===== config.mk =====
export PLATFORM = sky130hd
export DESIGN_NAME = branch_redirect_ctrl
export DESIGN_NICKNAME = d
export VERILOG_FILES = /design/src/rtl/branch_redirect_ctrl.sv
export SDC_FILE = /design/constraint.sdc
export NUM_CORES = 1
export LEC_CHECK = 0
export ABC_CLOCK_PERIOD_IN_PS = 13430
export BUFFER_PORTS_ARGS = -buffer_cell sky130_fd_sc_hd__buf_4
export CAP_MARGIN = 10
export CORE_MARGIN = 4
export CORE_UTILIZATION = 45
export DETAILED_ROUTE_END_ITERATION = 6
export GPL_TIMING_DRIVEN = 0
export MAX_ROUTING_LAYER = met4
export PLACE_DENSITY = 0.73
export SLEW_MARGIN = 5
export SYNTH_ARGS = -nofsm -noshare
export SYNTH_HDL_FRONTEND = slang
export SYNTH_SLANG_ARGS = --single-unit

===== constraint.sdc =====
create_clock -name clk -period 13.43 [get_ports clk]
set_clock_uncertainty 0.15 [all_clocks]
set_input_delay 2.686 -clock clk [delete_from_list [all_inputs] [get_ports clk]]
set_output_delay 2.686 -clock clk [all_outputs]
set_load 0.005 [all_outputs]

===== src/rtl/branch_redirect_ctrl.sv =====
// Sequences the PC stage's control inputs: registered redirect arbitration, stall merge, and a
// small FIFO that serialises two branch-unit resolutions into the one-per-cycle predictor port.
module branch_redirect_ctrl #(
    parameter int unsigned FIFO_DEPTH = 4,
    parameter int unsigned ADDR_W     = 32,
    parameter int unsigned GHR_W      = 8
) (
    input  logic              clk,
    input  logic              rst,
    input  logic              exc_valid,
    input  logic [ADDR_W-1:0] exc_target,
    input  logic              bu0_valid,
    input  logic              bu0_mispredict,
    input  logic              bu0_is_jump,
    input  logic              bu0_is_taken,
    input  logic [GHR_W-1:0]  bu0_pht_index,
    input  logic [ADDR_W-1:0] bu0_pc,
    input  logic [ADDR_W-1:0] bu0_target,
    input  logic              bu1_valid,
    input  logic              bu1_mispredict,
    input  logic              bu1_is_jump,
    input  logic              bu1_is_taken,
    input  logic [GHR_W-1:0]  bu1_pht_index,
    input  logic [ADDR_W-1:0] bu1_pc,
    input  logic [ADDR_W-1:0] bu1_target,
    output logic              bu_ready,
    input  logic              icache_stall,
    input  logic              backend_stall,
    output logic              flush,
    output logic [ADDR_W-1:0] exc_pc,
    output logic              stall,
    output logic              is_branch_in,
    output logic              is_jump_in,
    output logic              is_taken_in,
    output logic [GHR_W-1:0]  last_pht_index,
    output logic [ADDR_W-1:0] inst_pc,
    output logic [ADDR_W-1:0] target_in
);

    localparam int unsigned PTR_W = $clog2(FIFO_DEPTH);
    localparam int unsigned CNT_W = PTR_W + 1;

    typedef struct packed {
        logic              is_jump;
        logic              is_taken;
        logic [GHR_W-1:0]  pht_index;
        logic [ADDR_W-1:0] pc;
        logic [ADDR_W-1:0] target;
    } entry_t;

    entry_t            mem_q [FIFO_DEPTH];
    logic [PTR_W-1:0]  wr_ptr_q, wr_ptr_d, rd_ptr_q, rd_ptr_d, wr_idx1;
    logic [CNT_W-1:0]  count_q, count_d;
    logic              flush_q, flush_d;
    logic [ADDR_W-1:0] exc_pc_q, exc_pc_d;
    logic              accept, push0, push1, pop, fifo_empty;
    entry_t            entry0, entry1, head;

    assign bu_ready   = (count_q <= CNT_W'(FIFO_DEPTH - 2)) && !rst;
    assign stall      = (icache_stall | backend_stall) & ~flush_q;
    assign fifo_empty = (count_q == '0);
    assign pop        = !fifo_empty && !stall;

    // Branch inputs are wrong-path during a flush cycle and are void when an exception clears.
    assign accept = bu_ready && !flush_q && !exc_valid;
    assign push0  = accept && bu0_valid;
    assign push1  = accept && bu1_valid && !(bu0_valid && bu0_mispredict);

    assign entry0 = '{is_jump: bu0_is_jump, is_taken: bu0_is_taken, pht_index: bu0_pht_index,
                      pc: bu0_pc, target: bu0_target};
    assign entry1 = '{is_jump: bu1_is_jump, is_taken: bu1_is_taken, pht_index: bu1_pht_index,
                      pc: bu1_pc, target: bu1_target};
    assign wr_idx1 = push0 ? wr_ptr_q + PTR_W'(1) : wr_ptr_q;

    always_comb begin
        flush_d  = 1'b0;
        exc_pc_d = exc_pc_q;
        if (exc_valid) begin
            flush_d  = 1'b1;
            exc_pc_d = exc_target;
        end else if (!flush_q) begin
            if (bu0_valid && bu0_mispredict) begin
                flush_d  = 1'b1;
                exc_pc_d = bu0_target;
            end else if (bu1_valid && bu1_mispredict) begin
                flush_d  = 1'b1;
                exc_pc_d = bu1_target;
            end
        end
    end

    always_comb begin
        wr_ptr_d = wr_ptr_q;
        rd_ptr_d = rd_ptr_q;
        count_d  = count_q;
        if (exc_valid) begin
            wr_ptr_d = '0;
            rd_ptr_d = '0;
            count_d  = '0;
        end else begin
            wr_ptr_d = wr_ptr_q + PTR_W'(push0) + PTR_W'(push1);
            rd_ptr_d = rd_ptr_q + PTR_W'(pop);
            count_d  = count_q + CNT_W'(push0) + CNT_W'(push1) - CNT_W'(pop);
        end
    end

    always_ff @(posedge clk) begin
        if (rst) begin
            flush_q  <= 1'b0;
            exc_pc_q <= '0;
            wr_ptr_q <= '0;
            rd_ptr_q <= '0;
            count_q  <= '0;
        end else begin
            flush_q  <= flush_d;
            exc_pc_q <= exc_pc_d;
            wr_ptr_q <= wr_ptr_d;
            rd_ptr_q <= rd_ptr_d;
            count_q  <= count_d;
        end
    end

    // Storage needs no reset: the head is masked whenever the FIFO is empty.
    always_ff @(posedge clk) begin
        if (push0) mem_q[wr_ptr_q] <= entry0;
        if (push1) mem_q[wr_idx1] <= entry1;
    end

    assign head = mem_q[rd_ptr_q];

    always_comb begin
        is_branch_in   = 1'b0;
        is_jump_in     = 1'b0;
        is_taken_in    = 1'b0;
        last_pht_index = '0;
        inst_pc        = '0;
        target_in      = '0;
        if (!fifo_empty) begin
            is_branch_in   = 1'b1;
            is_jump_in     = head.is_jump;
            is_taken_in    = head.is_taken;
            last_pht_index = head.pht_index;
            inst_pc        = head.pc;
            target_in      = head.target;
        end
    end

    assign flush  = flush_q;
    assign exc_pc = exc_pc_q;

endmodule


==> results_dict.tcl <==
set metrics [dict create \
    crit_chain "buf_4 -> nor2_1 -> nor2_1 -> buf_4" \
    ant_nets 0 \
    fin_cells 1948 \
    grt_remaining_overflow 0 \
    outcome "complete, no violations" \
    ys_seq_area_share_pct 56.7 \
    rows 71 \
    cellPowerDensity_nw_per_um2 116 \
    cp.required_ps 10590 \
    hp-class "register to register" \
    yosys_warnings 0 \
    worst_pin_slew_ps 906 \
    dp_slack_ps 7510 \
    grt_pass1_vias 11500 \
    numPortBuffers 298 \
    synth_area_per_cell_um2 16.2 \
    finalHoldViolCount 0 \
    cts_hold_buf 0 \
    finalCritPeriodShare_pct 44.1 \
    syn-instance-count 1054 \
    clkTransAtPathRegs_ps 60 \
    drt-initial-drc-count 593 \
    routed-via-count 10600 \
    slew_headroom_pct 39.4 \
    stdcell_area_um2 21600 \
    critPathLaunchType "primary input" \
    antenna_found_initial 1 \
    clkLatencyLatePin_ps 530 \
    finalMaxSlewViolations 0 \
    crit_path_start "backend_stall" \
    ctsResizeCount 0 \
    post_cts_buffers 0 \
    crit_arrival_ps 3090 \
    cp-end-kind "primary output" \
    reg2reg_from "wr_ptr_q[0]" \
    fmax_mhz 169 \
    die_y_um 203 \
    grt_max_degree 22 \
    grt_pass1_wl_um 69000 \
    numCtsBuffers 38 \
    layout.nets 1608 \
    hold_path_end "exc_pc[3]" \
    hpwl_um 31800 \
    cts_sinks 336 \
    synthTopCellsByArea "edfxtp_1 52%, mux2_2 11%, mux2_1 10%" \
    setup_viol 0 \
    syn_area_um2 17100 \
    syn_nets 1253 \
    synth-seq-cells 336 \
    drive_above_1_share_pct 46.7 \
    critPathTopFamily "buffers and inverters" \
    irDropWorstVdd_mv 0.0913 \
    routed_via_density 5.42 \
    track_usage_pct 22.5 \
    route.detailed.drc 0 \
    coreArea_um2 37600 \
    hp-start "exc_pc[3]" \
    cpMaxStageDelayCell "buf_4" \
    initial_core_util_pct 45.5 \
    clock_path_buffers 3 \
    holdPathStages 2 \
    rrSetupSlack_ps 10160 \
    htree_levels 2 \
    root_buffer "clkbuf_16" \
    die_area_um2 41200 \
    drt_wl_total_um 45700 \
    max_stage_delay_ps 150 \
    utilization_pct 57.6 \
    cts_tree "built" \
    synth_cell_types 39 \
    synth_top_area_cell "edfxtp_1" \
    grt_setup_unrepaired "false" \
    dpl_cell_area_um2 20400 \
    maxCapViolCount 0 \
    reg2regPathDepth 7 \
    synth_top_area_share_pct 52.0 \
    finalWorstSetupSlack_ps 7500 \
    timing_worst_setup_path_type "primary input to primary output" \
    cp_num_buf_inv 2 \
    dr.pass1.iters 4 \
    total_power_mw 2.52 \
    place_inst 1880 \
    post_drt_wl_per_cell_um 23.4 \
    reg2reg_to "mem_q[3][37]" \
    dieWidth_um 203 \
    finalWeightedCongestion 0.787 \
    final.setup.tns_ps 0 \
    whs_ps 374 \
    min_period_ps 5930 \
    io_pins 299 \
    area_growth_pct 26.5 \
    p_leak_nw 7.71 \
    cp_max_fo 2 \
]
cell usage after synthesis (all sizes together):
cell type  number
mux2          328
edfxtp        296
nor2b          76
mux4           74
buf            50
dfxtp          40
nand2          38
o21ai          36
mux2i          32
clkbuf         21
nor2           15
inv             8
ha              7
a21oi           4
and2            4
nor3            4
nor3b           4
a31oi           3
fa              3
xnor2           2
a211oi          1
and3            1
and3b           1
and4bb          1
nand3           1
nor4b           1
nor4bb          1
or2             1
xor2            1
worst min-delay path, stage by stage (launching register included):
cell	delay, ps
dfxtp_1	320
mux2i_1	60
o21ai_1	110
power breakdown:
part	total (mW)	switching (mW)	leakage, nW	internal, mW
Clock	1.04	0.415	0.613	0.630
Combinational	0.299	0.140	4.08	0.159
Sequential	1.17	0.00902	3.01	1.17
flip-flops by register name (all words and copies together) (netlist names):
name      cells
mem_q       296
exc_pc       32
count_q       3
rd_ptr_q      2
wr_ptr_q      2
flush         1
how the worst max path moves through the flow:
stage | to | slack [ps] | cells past startpoint
global placement | mem_q[2][37] | -1280 | 4
global route | target_in[30] | 7440 | 5
detailed placement | stall | 7510 | 4
floorplan | mem_q[2][0] | 4160 | 3
finish | stall | 7500 | 4
CTS | stall | 7500 | 4
layout make-up:
class,count,area [µm²]
fillers,3011,16000
flip-flops and latches,336,9690
multi-input cells,639,6970
repair buffers,315,2600
clock buffers,57,1150
well taps,511,639
plain buffers,71,450
clock inverters,10,103
inverters,8,30.0
diodes,1,2.50
layer usage:
layer  up-vias  share of wire [%]  global-route usage [%]
met1      5374                 41                    28.0
met5         -                  0                       -
met2       318                 51                    38.1
met3        56                6.3                    5.05
met4         0                1.7                    4.66
li1       4816                  -                       -
cell families (layout without fill, tap and decap cells):
kind of cell | after synthesis | after routing | share of synthesized area, %
AOI/OAI and AO/OA | 44 | 44 | 1.41
xor gates and xnor gates | 3 | 3 | 0.154
adders and majority gates | 10 | 10 | 0.864
buffers and inverters | 79 | 461 | 2.81
DFF | 336 | 336 | 56.7
muxes | 434 | 434 | 33.2
other | 0 | 1 | 0
and+or+nand+nor | 148 | 148 | 4.82
placed cells by master (no fill, tap or decap), types with 2 or more instances in the layout:
| cell | instances |
|---|---|
| mux4_2 | 74 |
| clkinv_1 | 3 |
| clkinv_2 | 4 |
| nor3b_2 | 2 |
| buf_2 | 15 |
| mux2i_1 | 32 |
| nand2_1 | 37 |
| buf_12 | 6 |
| nor2_1 | 15 |
| nor3b_1 | 2 |
| mux2_2 | 173 |
| and2_1 | 4 |
| buf_1 | 4 |
| dfxtp_1 | 40 |
| xnor2_1 | 2 |
| bufinv_16 | 2 |
| fa_1 | 3 |
| clkbuf_8 | 2 |
| clkbuf_16 | 43 |
| inv_1 | 8 |
| buf_8 | 5 |
| o21ai_0 | 24 |
| ha_1 | 7 |
| buf_6 | 12 |
| nor2b_1 | 76 |
| edfxtp_1 | 296 |
| buf_16 | 6 |
| o21ai_1 | 11 |
| mux2_1 | 155 |
| buf_4 | 317 |
| nor3_1 | 4 |
| clkbuf_1 | 32 |
| a31oi_1 | 3 |
| a21oi_4 | 4 |
Note: power is estimated with default switching activity, not from simulation.
